--- config.mk ---
export PLATFORM = sky130hd
export DESIGN_NAME = sync_ram_dp_flat
export DESIGN_NICKNAME = d
export VERILOG_FILES = /design/src/rtl/sync_ram_pkg.sv /design/src/rtl/sync_ram_dp_if.sv /design/src/rtl/sync_ram_out_stage.sv /design/src/rtl/sync_ram_dp.sv /design/src/flat_wrapper.sv
export SDC_FILE = /design/constraint.sdc
export NUM_CORES = 1
export LEC_CHECK = 0
export CORE_ASPECT_RATIO = 0.75
export CORE_UTILIZATION = 35
export DETAILED_ROUTE_END_ITERATION = 6
export PLACE_DENSITY = 0.52
export SLEW_MARGIN = 40
export SYNTH_ARGS = -nofsm -noshare
export SYNTH_HDL_FRONTEND = slang
export SYNTH_SLANG_ARGS = --single-unit
export TNS_END_PERCENT = 50
--- constraint.sdc ---
create_clock -name clk -period 1.3 [get_ports clk]
set_input_delay 0.39 -clock clk [delete_from_list [all_inputs] [get_ports clk]]
set_output_delay 0.39 -clock clk [all_outputs]
set_load 0.02 [all_outputs]
--- src/rtl/sync_ram_pkg.sv ---
// Shared constants and helpers for the dual-port RAM slice.
package sync_ram_pkg;

  localparam int RDW_READ_FIRST  = 0;
  localparam int RDW_WRITE_FIRST = 1;

  function automatic int be_w(input int data_w);
    return data_w / 8;
  endfunction

endpackage

--- src/rtl/sync_ram_dp_if.sv ---
// Write/read port bundle of sync_ram_dp; master drives requests, slave returns read data.
interface sync_ram_dp_if
  import sync_ram_pkg::*;
#(
  parameter int DATA_W = 8,
  parameter int ADDR_W = 4
);

  logic                      wr_en;
  logic [ADDR_W-1:0]         wr_addr;
  logic [DATA_W-1:0]         wr_data;
  logic [be_w(DATA_W)-1:0]   wr_be;
  logic                      rd_en;
  logic [ADDR_W-1:0]         rd_addr;
  logic [DATA_W-1:0]         rd_data;
  logic                      rd_valid;

  modport master (
    output wr_en, wr_addr, wr_data, wr_be, rd_en, rd_addr,
    input  rd_data, rd_valid
  );

  modport slave (
    input  wr_en, wr_addr, wr_data, wr_be, rd_en, rd_addr,
    output rd_data, rd_valid
  );

endinterface

--- src/rtl/sync_ram_out_stage.sv ---
// Optional output register for rd_data/rd_valid; adds one cycle of read latency.
module sync_ram_out_stage #(
  parameter int DATA_W = 8
) (
  input  logic              clk,
  input  logic              rst,
  input  logic [DATA_W-1:0] data_in,
  input  logic              vld_in,
  output logic [DATA_W-1:0] data_out,
  output logic              vld_out
);

  // Stage p1: data only advances on a completed read so the output holds otherwise
  always_ff @(posedge clk or posedge rst) begin
    if (rst) begin
      vld_out  <= 1'b0;
      data_out <= '0;
    end else begin
      vld_out <= vld_in;
      if (vld_in) data_out <= data_in;
    end
  end

endmodule

--- src/rtl/sync_ram_dp.sv ---
// Simple dual-port synchronous RAM: byte-enabled write port, read port with
// selectable read-during-write policy and optional output register.
module sync_ram_dp
  import sync_ram_pkg::*;
#(
  parameter int DATA_W   = 8,
  parameter int ADDR_W   = 4,
  parameter int DEPTH    = 1 << ADDR_W,
  parameter int RDW_MODE = RDW_READ_FIRST,
  parameter int OUT_REG  = 0
) (
  input logic           clk,
  input logic           rst,
  sync_ram_dp_if.slave  bus
);

  localparam int BE_W  = be_w(DATA_W);
  localparam int IDX_W = (DEPTH > 1) ? $clog2(DEPTH) : 1;

  generate
    if (DATA_W % 8 != 0) begin : g_err_width
      $error("sync_ram_dp: DATA_W must be a multiple of 8");
    end
    if (DEPTH < 1 || DEPTH > (1 << ADDR_W)) begin : g_err_depth
      $error("sync_ram_dp: DEPTH must be in 1..2**ADDR_W");
    end
  endgenerate

  function automatic logic in_range(input logic [ADDR_W-1:0] addr);
    return {1'b0, addr} < (ADDR_W+1)'(DEPTH);
  endfunction

  logic [DATA_W-1:0] mem [DEPTH];

  logic              wr_ok;
  logic              rd_ok;
  logic              hit;
  logic [DATA_W-1:0] rd_word;
  logic [DATA_W-1:0] merged;
  logic [DATA_W-1:0] rd_next;

  // Out-of-range reads return zero; a same-address hit may bypass the merged word
  always_comb begin
    wr_ok   = bus.wr_en && in_range(bus.wr_addr);
    rd_ok   = in_range(bus.rd_addr);
    hit     = wr_ok && (bus.wr_addr == bus.rd_addr);
    rd_word = mem[bus.rd_addr[IDX_W-1:0]];
    merged  = rd_word;
    for (int i = 0; i < BE_W; i++) begin
      if (bus.wr_be[i]) merged[8*i +: 8] = bus.wr_data[8*i +: 8];
    end
    rd_next = '0;
    if (rd_ok) rd_next = (RDW_MODE == RDW_WRITE_FIRST && hit) ? merged : rd_word;
  end

  always_ff @(posedge clk) begin
    if (wr_ok) begin
      for (int i = 0; i < BE_W; i++) begin
        if (bus.wr_be[i]) mem[bus.wr_addr[IDX_W-1:0]][8*i +: 8] <= bus.wr_data[8*i +: 8];
      end
    end
  end

  logic [DATA_W-1:0] data_p0;
  logic              vld_p0;

  // Stage p0: array read
  always_ff @(posedge clk or posedge rst) begin
    if (rst) begin
      vld_p0  <= 1'b0;
      data_p0 <= '0;
    end else begin
      vld_p0 <= bus.rd_en;
      if (bus.rd_en) data_p0 <= rd_next;
    end
  end

  generate
    if (OUT_REG != 0) begin : g_out_reg
      logic [DATA_W-1:0] data_p1;
      logic              vld_p1;

      sync_ram_out_stage #(.DATA_W(DATA_W)) u_out_stage (
        .clk      (clk),
        .rst      (rst),
        .data_in  (data_p0),
        .vld_in   (vld_p0),
        .data_out (data_p1),
        .vld_out  (vld_p1)
      );

      assign bus.rd_data  = data_p1;
      assign bus.rd_valid = vld_p1;
    end else begin : g_no_out_reg
      assign bus.rd_data  = data_p0;
      assign bus.rd_valid = vld_p0;
    end
  endgenerate

endmodule
--- src/flat_wrapper.sv ---
// flat-port wrapper written by rule: the top's interface ports become plain ports
module sync_ram_dp_flat import sync_ram_pkg::*;
#(
  parameter int DATA_W   = 8,
  parameter int ADDR_W   = 4,
  parameter int DEPTH    = 1 << ADDR_W,
  parameter int RDW_MODE = RDW_READ_FIRST,
  parameter int OUT_REG  = 0
)
  (clk, rst, bus_wr_en, bus_wr_addr, bus_wr_data, bus_wr_be, bus_rd_en, bus_rd_addr, bus_rd_data, bus_rd_valid);
  sync_ram_dp_if #(.DATA_W(DATA_W), .ADDR_W(ADDR_W)) bus_i ();
  input logic clk;
  input logic rst;
  input wire logic [$bits(bus_i.wr_en)-1:0] bus_wr_en;
  input wire logic [$bits(bus_i.wr_addr)-1:0] bus_wr_addr;
  input wire logic [$bits(bus_i.wr_data)-1:0] bus_wr_data;
  input wire logic [$bits(bus_i.wr_be)-1:0] bus_wr_be;
  input wire logic [$bits(bus_i.rd_en)-1:0] bus_rd_en;
  input wire logic [$bits(bus_i.rd_addr)-1:0] bus_rd_addr;
  output wire logic [$bits(bus_i.rd_data)-1:0] bus_rd_data;
  output wire logic [$bits(bus_i.rd_valid)-1:0] bus_rd_valid;
  assign bus_i.wr_en = bus_wr_en;
  assign bus_i.wr_addr = bus_wr_addr;
  assign bus_i.wr_data = bus_wr_data;
  assign bus_i.wr_be = bus_wr_be;
  assign bus_i.rd_en = bus_rd_en;
  assign bus_i.rd_addr = bus_rd_addr;
  assign bus_rd_data = bus_i.rd_data;
  assign bus_rd_valid = bus_i.rd_valid;
  sync_ram_dp #(.DATA_W(DATA_W), .ADDR_W(ADDR_W), .DEPTH(DEPTH), .RDW_MODE(RDW_MODE), .OUT_REG(OUT_REG)) u_core (.clk(clk), .rst(rst), .bus(bus_i));
endmodule
Word-level counts from Yosys, hierarchy flattened:

Memories as Yosys holds them, arrays and structs flattened. A register that Yosys moved wholly into a read port is not among the register bits.
Cells that the tools add are included.

* bits in registers: 1
* RAM bits: 128
* output and inout bits: 9
* memories: 1

* mux-type cells: 3

Memory list
* u_core.mem: depth 16, width 8, read ports 1, clocked after Yosys merged registers in 1, write ports 1, RTL line sync_ram_dp.sv:33 `logic [DATA_W-1:0] mem [DEPTH];`

Operators by type and width (number)
* 1-bit two-way mux: 3

Longest topological paths before layout:

Gate-level depths: netlist of run 1.

* depth after elaboration: 3
* gate-level depth with buffers: 6

Least setup slack after synthesis of run 1:

OpenSTA, ideal clock, no wires.

* kind: input to register
* from: input bus_wr_addr[2]
* to: memory u_core.mem[0][0] (enable)
* setup time: 0.383 ns
* data arrival time: 1.420 ns
* required time: 0.917 ns
* path slack: -0.503 ns
* stages: 2
* path through: or3_1 > nor3_1

RTL lines
* start, declared: RTL line flat_wrapper.sv:15 `input wire logic [$bits(bus_i.wr_addr)-1:0] bus_wr_addr;`
* end, declared: RTL line sync_ram_dp.sv:33

No word-level cell before the write port.

Worst setup path after layout of run 1:

* from: register u_core.data_p0[3], in the netlist u_core.bus.rd_data[3], read port of u_core.mem
* to: output bus_rd_data[3]

RTL lines
* start, declared: RTL line sync_ram_dp.sv:64 `logic [DATA_W-1:0] data_p0;`
* end, declared: RTL line flat_wrapper.sv:20 `output wire logic [$bits(bus_i.rd_data)-1:0] bus_rd_data;`

No word-level cell between the ends.

==> metrics.md, run 1 <==
| Metric | Value |
|---|---|
| Pre-CTS setup slack | `-0.710 ns` |
| CP arrival | `1.01 ns` |
| Drt pass-1 iters | `4` |
| CTS buffer count | `17` |
| NumNets Final | `361` |
| HPWL after detailed placement | `7890 µm` |
| P_leak | `2.43 nW` |
| XOR/XNOR share of the synthesized area | `0` |
| Ys async rst share | `0.0657` |
| Clock root cell | `clkbuf_16` |
| Grt total ovfl | `0` |
| DIE AREA | `15800 µm²` |
| Yosys warning total | `0` |
| Count leader, synth | `edfxtp_1` |
| Failing checks | `setup timing` |
| Post-CTS Hold Fix Bufs | `0` |
| Synthesized area per cell | `22.1 µm²` |
| Port Buf Inserts | `29` |
| Antenna-violating nets left | `0` |
| Slowest-stage cell, CP | `dfrtp_1` |
| Area fraction in compound gates after synthesis | `0.0329` |
| Tot Pwr | `0.0106 W` |
| FF/Latch Area | `4070 µm²` |
| Fillcell total | `1201` |
| GPL Wtd Cong | `0.743` |
| Dominant cells by area after synthesis | `edfxtp_1 (72%), mux4_2 (11%), dfrtp_1 (4.2%), mux4_1 (2.9%), a221oi_2 (2.2%)` |
| Synth Flop Type | `edfxtp_1` |
| Synthesized area | `5370 µm²` |
| Number of distinct library cells after synthesis | `23` |
| Layout overhead on the synthesized area | `34.0%` |
| Status | `complete, but fails checks` |
| RSZ-0062 raised after global routing | `true` |
| Layout cell share with drive strength beyond 1 | `0.476` |
| Final worst setup slack | `-0.0957 ns` |
| EDFF count, synth | `128` |
| Reg-to-Reg Start | `u_core.mem[9][7]$_DFFE_PP_` |
| # Max-Cap Violations | `0` |
| CTS Buffer Depth | `2` |
| Synth Area in Simple Gates | `0.0306` |
| Initial antenna violation count | `0` |
| Diode count | `0` |
| CP top delay family | `flip-flops` |
| Final Hold Fails | `0` |
| Syn_nets | `264` |
| Pwr dens | `1480 nW/µm²` |
| Multi-input logic area | `1330 µm²` |
| Vias in the first global route | `2902` |
| Element type at the critical path end | `output port` |
| Crit Reg-Reg Endpoint | `u_core.bus.rd_data[7]$_DFFE_PP0P_` |
| Largest family of logic cells by synthesized area | `multiplexers` |
| Slew @ Worst Pin | `0.531 ns` |
| Worst slew margin | `0.646` |
| Crit path kind | `flip-flop to output port` |
| Cell taking the most area after synthesis | `edfxtp_1` |
| Via density | `4.93` |
| Die Wd | `145 µm` |
| Seq/Total Area, Yosys | `0.758` |
| First-pass GRT wire length | `18600 µm` |
| # DRC | `0` |
| Max Slew Vio Count | `0` |
| Initial Util | `0.365` |
| Share of the synthesized area in the top cell type | `0.716` |
| Clk Latency, worst-skew pair | `0.41 ns` |
| Drt wl/cell | `22.1 µm` |
| Via count | `2725` |
| Max IR drop VDD | `0.000884 V` |
| Worst Path Buf+Inv | `1` |
| Fin crit period | `1.40 ns` |
| Hold Crit Class | `input pin to async pin` |
| Setup Viol. Count Final | `17` |
| Sink Count | `137` |
| Reg2reg path depth | `4` |
| H-tree depth | `4` |
| Die Y-Extent | `109 µm` |
| Maximum fanout along the worst path | `2` |
| Setup TNS | `-0.530 ns` |
| Worst-path cell chain | `buf_6` |
| Mapped Cells | `243` |
| Final worst path period share | `1.07` |
| Gr usage total | `0.171` |
| Crit path required time | `0.91 ns` |
| Synth Register Bits | `137` |
| Clock skew | `0.00804 ns` |
| Fin util | `0.490` |
| Cell Rows | `38` |
| Post-synth top cells | `edfxtp_1 (128), mux4_2 (26), nor2_1 (20)` |
| Slowest stage delay, CP | `0.43 ns` |
| Post-detailed-routing wire length | `12200 µm` |
| Worst R2R Setup Slack | `-0.05 ns` |
| Critical Path Start Type | `flip-flop` |
| Iter 0 DRT Violations | `181` |
| Reg clk slew, reported paths | `0.06 ns` |
| Non-filler instance count after layout | `553` |
| Pin count of the biggest net entering global routing | `18` |
| CTS tree | `done` |
| Maximum clock rate | `716 MHz` |
| Worst path depth | `1` |
| Mux cell area share after synthesis | `0.153` |
| Adder-cell share of the synthesized area | `0` |
| CP endpoint | `bus_rd_data[3]` |
| Core Region | `14700 µm²` |
| Placed Cells | `513` |
| Crit path launch | `u_core.bus.rd_data[3]$_DFFE_PP0P_` |
| I/O pin total | `30` |
cell type report:
cell class,count,area share
clock inverters,15,0.0233
flip-flops and latches,137,0.566
clock buffers,17,0.0592
well taps,200,0.0348
inverters,1,0.000522
repair buffers,92,0.131
multi-input cells,91,0.185
per-stage QoR:
step	hold WS, ns	area (µm²)
4_1_cts	0.255	7170
6_report	0.252	7190
3_3_place_gp	0.623	6410
3_5_place_dp	0.634	6410
2_1_floorplan	0.218	5480
5_1_grt	0.282	7190
registers in the layout, summed over array words and instances, names as in the netlist:
| name | count |
|---|---|
| u_core.bus.rd_data | 8 |
| u_core.bus.rd_valid | 1 |
| u_core.mem | 128 |
worst min path at each step:
stage / endpoint / slack (ns)
after floorplan: u_core.bus.rd_data[0]$_DFFE_PP0P_ / 0.22
after global placement: u_core.bus.rd_data[3]$_DFFE_PP0P_ / 0.62
after detailed placement: u_core.bus.rd_data[2]$_DFFE_PP0P_ / 0.63
after CTS: u_core.bus.rd_valid$_DFF_PP0_ / 0.26
after global routing: u_core.bus.rd_data[3]$_DFFE_PP0P_ / 0.28
final: u_core.bus.rd_data[6]$_DFFE_PP0P_ / 0.25
metal layers:
metal | up-vias | routed length (µm) | global-route usage
li1 | 1224 | - | -
met1 | 1422 | 6040 | 0.249
met2 | 72 | 5490 | 0.249
met3 | 7 | 641 | 0.0490
met4 | 0 | 64 | 0.0456
met5 | - | 0 | 0
what timing repair did:
action | 4_1_cts | 5_1_grt
pin swaps | 8 | 8
resized for setup | 84 | 10
endpoints found under the setup margin | 145 | 30
buffers inserted | 4 | 2
cloned | 2 | 0
cell families (layout without fill, tap and decap cells):
family	count (synthesis)	after routing
simple gates	35	35
flops	137	137
mux	40	40
compound gates	16	16
buf+inv	15	125
cells in the final DEF, fill, tap and decap left out, types with 4 or more instances in the layout:
| master | count |
|---|---|
| a221oi_2 | 8 |
| buf_12 | 10 |
| buf_4 | 47 |
| buf_6 | 13 |
| clkbuf_16 | 17 |
| clkdlybuf4s50_1 | 11 |
| clkinv_4 | 5 |
| dfrtp_1 | 9 |
| edfxtp_1 | 128 |
| mux2i_1 | 5 |
| mux4_2 | 30 |
| nor2_1 | 16 |
| nor3_4 | 4 |
| o22ai_2 | 4 |
| o22ai_4 | 4 |
power breakdown:
group	switching, W	internal [W]
Combinational	0.000424	0.000462
Clock	0.00192	0.00286
Sequential	0.0000442	0.00491
Total	0.00239	0.00823
No activity file was read; power rests on OpenSTA's default activity.
==> run 2: changes to the inputs <==
--- a/config.mk
+++ b/config.mk
@@ -6,9 +6,9 @@
 export NUM_CORES = 1
 export LEC_CHECK = 0
 export CORE_ASPECT_RATIO = 0.75
-export CORE_UTILIZATION = 35
+export CORE_UTILIZATION = 53
 export DETAILED_ROUTE_END_ITERATION = 6
-export PLACE_DENSITY = 0.52
+export PLACE_DENSITY = 0.74
 export SLEW_MARGIN = 40
 export SYNTH_ARGS = -nofsm -noshare
 export SYNTH_HDL_FRONTEND = slang
==> run 2 against run 1 <==
Effect of this change:
- the run still ends with setup timing left
- first-iteration DRC count increased by 49%
- register-to-register slack better by 0.03 ns
- non-clock buffer count rose by 1
- clock power decreased by 9.0%
- utilization increased by 24 points
- highest routed layer unchanged
- worst hold slack improved by 0.043 ns
- sequential share of layout area up 0.98 points
- critical path type unchanged
- die area fell by 33%
- clock skew is 0.0029 ns lower
- critical path depth unchanged
- critical endpoint is now bus_rd_data[1]
- combinational power is 2.8% lower
- sequential cell count stayed put
==> metrics.md, run 2 (synthesis gave the netlist of run 1 again) <==
| Metric | Value |
|---|---|
| Max IR drop VDD | `0.000869 V (was 0.000884 V)` |
| CP top delay family | `flip-flops (unchanged)` |
| Setup Viol. Count Final | `14 (was 17)` |
| Antenna-violating nets left | `0 (unchanged)` |
| Sink Count | `137 (unchanged)` |
| Cell Rows | `31 (was 38)` |
| Placed Cells | `443 (was 513)` |
| Element type at the critical path end | `output port (unchanged)` |
| Via count | `2864 (was 2725)` |
| Worst path depth | `1 (unchanged)` |
| Vias in the first global route | `2871 (was 2902)` |
| Pwr dens | `1440 nW/µm² (was 1480 nW/µm²)` |
| Pre-CTS setup slack | `-0.823 ns (was -0.710 ns)` |
| Post-CTS Hold Fix Bufs | `0 (unchanged)` |
| Crit Reg-Reg Endpoint | `u_core.bus.rd_data[3]$_DFFE_PP0P_ (was u_core.bus.rd_data[7]$_DFFE_PP0P_)` |
| Fin crit period | `1.38 ns (was 1.40 ns)` |
| Maximum clock rate | `725 MHz (was 716 MHz)` |
| Final worst path period share | `1.06 (was 1.07)` |
| I/O pin total | `30 (unchanged)` |
| Commonest non-fill, non-tap cell in the layout | `edfxtp_1 (unchanged)` |
| Die Wd | `118 µm (was 145 µm)` |
| Net Sw Frac | `0.208 (was 0.225)` |
| Non-filler instance count after layout | `486 (was 553)` |
| Worst Path Buf+Inv | `1 (unchanged)` |
| Grt total ovfl | `0 (unchanged)` |
| Drt wl/cell | `23.4 µm (was 22.1 µm)` |
| # Max-Cap Violations | `0 (unchanged)` |
| Fin area | `7070 µm² (was 7190 µm²)` |
| NumNets Final | `362 (was 361)` |
| Drt pass-1 iters | `4 (unchanged)` |
| Worst-path cell chain | `buf_6 (unchanged)` |
| P_leak | `2.42 nW (was 2.43 nW)` |
| Clock skew | `0.00510 ns (was 0.00804 ns)` |
| # DRC | `0 (unchanged)` |
| Placed Area | `6340 µm² (was 6410 µm²)` |
| Critical Path Start Type | `flip-flop (unchanged)` |
| CP arrival | `0.99 ns (was 1.01 ns)` |
| Slowest-stage cell, CP | `dfrtp_2 (was dfrtp_1)` |
| Setup TNS | `-0.471 ns (was -0.530 ns)` |
| Clock network fraction of total power | `0.428 (was 0.450)` |
| GPL Wtd Cong | `0.751 (was 0.743)` |
| Most frequent cells in the layout | `edfxtp_1 (128), buf_4 (47), mux4_2 (29) (was edfxtp_1 (128), buf_4 (47), mux4_2 (30))` |
| CP endpoint | `bus_rd_data[1] (was bus_rd_data[3])` |
| Reg-to-Reg Start | `u_core.mem[9][3]$_DFFE_PP_ (was u_core.mem[9][7]$_DFFE_PP_)` |
| H-tree depth | `4 (unchanged)` |
| DIE AREA | `10500 µm² (was 15800 µm²)` |
| Iter 0 DRT Violations | `269 (was 181)` |
| Port Buf Inserts | `29 (unchanged)` |
| HPWL after detailed placement | `6790 µm (was 7890 µm)` |
| Final Hold Fails | `0 (unchanged)` |
| Slowest stage delay, CP | `0.44 ns (was 0.43 ns)` |
| Core Region | `9740 µm² (was 14700 µm²)` |
| Crit path required time | `0.91 ns (about the same)` |
| Reg clk slew, reported paths | `0.06 ns (about the same)` |
| Crit path launch | `u_core.bus.rd_data[1]$_DFFE_PP0P_ (was u_core.bus.rd_data[3]$_DFFE_PP0P_)` |
| Failing checks | `setup timing (unchanged)` |
| Post-detailed-routing wire length | `11400 µm (was 12200 µm)` |
| Slew @ Worst Pin | `0.615 ns (was 0.531 ns)` |
| Gr usage total | `0.239 (was 0.171)` |
| Worst R2R Setup Slack | `-0.02 ns (was -0.05 ns)` |
| RSZ-0062 raised after global routing | `true (unchanged)` |
| Sequential Power Share | `0.488 (was 0.466)` |
| Net switching power | `0.00212 W (was 0.00239 W)` |
| Initial Util | `0.551 (was 0.365)` |
| Hold Crit Class | `input pin to async pin (unchanged)` |
| Tot Pwr | `0.0102 W (was 0.0106 W)` |
| Layout overhead on the synthesized area | `31.9% (was 34.0%)` |
| Final worst setup slack | `-0.0803 ns (was -0.0957 ns)` |
| Initial antenna violation count | `0 (unchanged)` |
| Maximum fanout along the worst path | `2 (unchanged)` |
| CTS tree | `done (unchanged)` |
| Pin count of the biggest net entering global routing | `18 (unchanged)` |
| Status | `complete, but fails checks (unchanged)` |
| Diode count | `0 (unchanged)` |
| CTS buffer count | `17 (unchanged)` |
| CTS Buffer Depth | `2 (unchanged)` |
| First-pass GRT wire length | `17000 µm (was 18600 µm)` |
| Max Slew Vio Count | `0 (unchanged)` |
| Crit path kind | `flip-flop to output port (unchanged)` |
| Number of flip-flops in the largest register | `128 (unchanged)` |
| Clock root cell | `clkbuf_16 (unchanged)` |
| Die Y-Extent | `89.1 µm (was 109 µm)` |
| Cell internal pwr | `0.00806 W (was 0.00823 W)` |
| Layout cell share with drive strength beyond 1 | `0.486 (was 0.476)` |
| Reg2reg path depth | `3 (was 4)` |
| Via density | `5.89 (was 4.93)` |
| Worst slew margin | `0.590 (was 0.646)` |
| Clk Latency, worst-skew pair | `0.41 ns (about the same)` |
| Combinational share of power | `0.085 (was 0.084)` |
## run 2: cell count changes in the layout (fill, tap and decap cells not counted), moves of 3 or more
cell	delta
clkinv_4	-5
clkinv_1	+3
mux2i_2	+6
o22ai_4	-4
clkinv_2	+4
mux2i_1	-5
o22ai_2	+3
inv_6	-3
## run 2: through the flow
| step | hold slack (ns) | utilization |
|---|---|---|
| 2_1_floorplan | 0.218 | - |
| 3_3_place_gp | 0.621 | 0.651 |
| 3_5_place_dp | 0.614 | 0.651 |
| 4_1_cts | 0.285 | 0.725 |
| 5_1_grt | 0.305 | 0.727 |
| 6_report | 0.295 | 0.727 |
## run 2: cell type report
class | instances | area [µm²]
multi-input combinational | 91 | 1330
clock inverter | 11 | 80.1
clock buffer | 21 | 460
sequential | 137 | 4070
tap | 132 | 165
fill | 572 | 2660
inverter | 1 | 3.75
timing repair buffer | 93 | 963
## run 2: worst min-delay path by stage
stage | to | slack (ns)
3_5_place_dp | u_core.bus.rd_data[4]$_DFFE_PP0P_ | 0.61
5_1_grt | u_core.bus.rd_valid$_DFF_PP0_ | 0.31
6_report | u_core.bus.rd_data[7]$_DFFE_PP0P_ | 0.30
3_3_place_gp | u_core.bus.rd_data[4]$_DFFE_PP0P_ | 0.62
4_1_cts | u_core.bus.rd_data[4]$_DFFE_PP0P_ | 0.28
2_1_floorplan | u_core.bus.rd_data[0]$_DFFE_PP0P_ | 0.22
## run 2: power groups by stage
| stage | Clock (W) | Combinational, W | Sequential, W |
|---|---|---|---|
| after global placement | 0 | 0.000745 | 0.00504 |
| after global routing | 0.00459 | 0.000912 | 0.00497 |
| after CTS | 0.00441 | 0.000852 | 0.00496 |
| after floorplan | 0 | 0.000341 | 0.00507 |
| final | 0.00435 | 0.000862 | 0.00496 |
| after detailed placement | 0 | 0.000761 | 0.00504 |
## run 2: repair_timing
| action | CTS | global route |
|---|---|---|
| buffers inserted | 7 | 2 |
| setup endpoints to repair | 145 | 76 |
| pin swaps | 9 | 2 |
| resized for setup | 91 | 11 |
| cloned | 2 | 0 |
## run 2: layer usage
layer,up-vias,GRT usage,part of all wire
li1,1218,-,-
met5,-,0,0
met4,0,0.0979,0.015
met1,1483,0.325,0.43
met2,150,0.376,0.47
met3,13,0.0657,0.080
==> run 3: changes to the inputs <==
--- a/config.mk
+++ b/config.mk
@@ -6,6 +6,7 @@
 export NUM_CORES = 1
 export LEC_CHECK = 0
 export CORE_ASPECT_RATIO = 0.75
+export CORE_MARGIN = 5
 export CORE_UTILIZATION = 53
 export DETAILED_ROUTE_END_ITERATION = 6
 export PLACE_DENSITY = 0.74
==> run 3 against run 2 <==
Effect of this change:
- global-route usage is 2.3 points lower
- sequential cell count stayed put
- worst hold slack worse by 0.020 ns
- the run still ends with setup timing left
- worst setup slack worse by 0.084 ns
- via count is 2.5% higher
- register-to-register slack worse by 0.14 ns
- critical path depth is 3 higher
- cell area is 1.6% higher
- first-iteration DRC count is 12% lower
- maximum frequency is 5.8% lower
- clock skew is 0.0018 ns higher
- sequential power hardly changed
==> metrics.md, run 3 (synthesis gave the netlist of run 1 again) <==
| Metric | Value |
|---|---|
| Post-detailed-routing wire length | `12400 µm (was 11400 µm)` |
| Post-CTS Hold Fix Bufs | `0 (unchanged)` |
| Number of flip-flops in the largest register | `128 (unchanged)` |
| Via count | `2936 (was 2864)` |
| I/O pin total | `30 (unchanged)` |
| Slew @ Worst Pin | `0.585 ns (was 0.615 ns)` |
| Diode count | `0 (unchanged)` |
| Status | `complete, but fails checks (unchanged)` |
| Drt pass-1 iters | `4 (unchanged)` |
| Layout cell share with drive strength beyond 1 | `0.483 (was 0.486)` |
| Cell Rows | `31 (unchanged)` |
| Final worst setup slack | `-0.165 ns (was -0.0803 ns)` |
| First-pass GRT wire length | `18800 µm (was 17000 µm)` |
| DIE AREA | `12300 µm² (was 10500 µm²)` |
| NumNets Final | `368 (was 362)` |
| Final Hold Fails | `0 (unchanged)` |
| Antenna-violating nets left | `0 (unchanged)` |
| P_leak | `2.50 nW (was 2.42 nW)` |
| Reg clk slew, reported paths | `0.06 ns (about the same)` |
| Gr usage total | `0.216 (was 0.239)` |
| Port Buf Inserts | `29 (unchanged)` |
| Via density | `5.97 (was 5.89)` |
| Core Region | `9770 µm² (was 9740 µm²)` |
| Max Slew Vio Count | `0 (unchanged)` |
| # Max-Cap Violations | `0 (unchanged)` |
| Clock root cell | `clkbuf_16 (unchanged)` |
| Critical Path Start Type | `flip-flop (unchanged)` |
| H-tree depth | `4 (unchanged)` |
| Grt total ovfl | `0 (unchanged)` |
| CTS tree | `done (unchanged)` |
| Element type at the critical path end | `flip-flop (was output port)` |
| Final worst path period share | `1.13 (was 1.06)` |
| Vias in the first global route | `3090 (was 2871)` |
| Most frequent cells in the layout | `edfxtp_1 (128), buf_4 (50), mux4_2 (29) (was edfxtp_1 (128), buf_4 (47), mux4_2 (29))` |
| Worst slew margin | `0.610 (was 0.590)` |
| CTS Buffer Depth | `2 (unchanged)` |
| Pre-CTS setup slack | `-0.784 ns (was -0.823 ns)` |
| HPWL after detailed placement | `6990 µm (was 6790 µm)` |
| Fin crit period | `1.46 ns (was 1.38 ns)` |
| # DRC | `0 (unchanged)` |
| Maximum clock rate | `683 MHz (was 725 MHz)` |
| Clock skew | `0.00694 ns (was 0.00510 ns)` |
| Pin count of the biggest net entering global routing | `18 (unchanged)` |
| Sink Count | `137 (unchanged)` |
| Drt wl/cell | `25.2 µm (was 23.4 µm)` |
| Hold Crit Class | `input pin to async pin (unchanged)` |
| Setup Viol. Count Final | `17 (was 14)` |
| Die Wd | `126 µm (was 118 µm)` |
| CTS buffer count | `17 (unchanged)` |
| GPL Wtd Cong | `0.766 (was 0.751)` |
| Failing checks | `setup timing (unchanged)` |
| Maximum fanout along the worst path | `1 (was 2)` |
| Initial Util | `0.549 (was 0.551)` |
| Iter 0 DRT Violations | `237 (was 269)` |
| Crit path required time | `1.57 ns (was 0.91 ns)` |
| Crit path kind | `flip-flop to flip-flop (was flip-flop to output port)` |
| Pwr dens | `1500 nW/µm² (was 1440 nW/µm²)` |
| Layout overhead on the synthesized area | `34.0% (was 31.9%)` |
| Clk Latency, worst-skew pair | `0.42 ns (was 0.41 ns)` |
| Tot Pwr | `0.0108 W (was 0.0102 W)` |
| CP arrival | `1.73 ns (was 0.99 ns)` |
| RSZ-0062 raised after global routing | `true (unchanged)` |
| Initial antenna violation count | `0 (unchanged)` |
| Commonest non-fill, non-tap cell in the layout | `edfxtp_1 (unchanged)` |
| Die Y-Extent | `97.1 µm (was 89.1 µm)` |
| Max IR drop VDD | `0.000912 V (was 0.000869 V)` |
run 3: path summary, 6_finish.rpt:
path | startpoint | endpoint | slack [ns] | cells past startpoint
max reg2reg | u_core.mem[9][4]$_DFFE_PP_ | u_core.bus.rd_data[4]$_DFFE_PP0P_ | -0.16 | 4
max in group asynchronous | rst | u_core.bus.rd_data[5]$_DFFE_PP0P_ | 0.71 | 2
min in group clk | bus_wr_en | u_core.mem[0][3]$_DFFE_PP_ | 0.66 | 5
min reg2reg | u_core.bus.rd_data[6]$_DFFE_PP0P_ | u_core.bus.rd_data[6]$_DFFE_PP0P_ | 0.73 | 3
min | rst | u_core.bus.rd_valid$_DFF_PP0_ | 0.27 | 2
max | u_core.mem[9][4]$_DFFE_PP_ | u_core.bus.rd_data[4]$_DFFE_PP0P_ | -0.16 | 4
run 3: report_power, final:
group	total (W)	switching [W]	internal (W)
Sequential	0.00496	0.0000533	0.00491
Clock	0.00493	0.00188	0.00306
Combinational	0.000879	0.000410	0.000469
run 3: layer usage:
layer | wire [µm] | global-route usage
met1 | 4760 | 0.287
met2 | 6230 | 0.340
met3 | 1110 | 0.0654
met4 | 309 | 0.0791
met5 | 0 | 0
run 3: what timing repair did:
| action | CTS | global route |
|---|---|---|
| gates cloned | 1 | 0 |
| resized for setup | 91 | 1 |
| setup buffers | 12 | 1 |
| endpoints found under the setup margin | 145 | 28 |
| pin swaps | 10 | 2 |
run 3: area by class of cell:
class	instances	area (µm²)
multi-input combinational	91	1280
clock inverter	15	190
tap	132	165
sequential	137	4070
fill	558	2590
inverter	1	3.75
clock buffer	17	425
timing repair buffer	99	1050
run 3: metrics by stage:
step                instances  instance area [µm²]   util  TNS (ns)  hold slack [ns]
floorplan                 243                 5480      -    -13.70            0.218
global placement          446                 6390  0.654    -85.55            0.615
detailed placement        446                 6390  0.654    -90.56            0.630
CTS                       491                 7180  0.735     -1.25            0.277
global route              492                 7190  0.735     -1.71            0.307
finish                    492                 7190  0.735     -1.19            0.275
run 3: critical path: stages, from the launching register on:
cell and delay [ns]:
edfxtp_1 0.43, mux4_2 0.50, mux2i_1 0.19, buf_4 0.15, a221oi_2 0.05
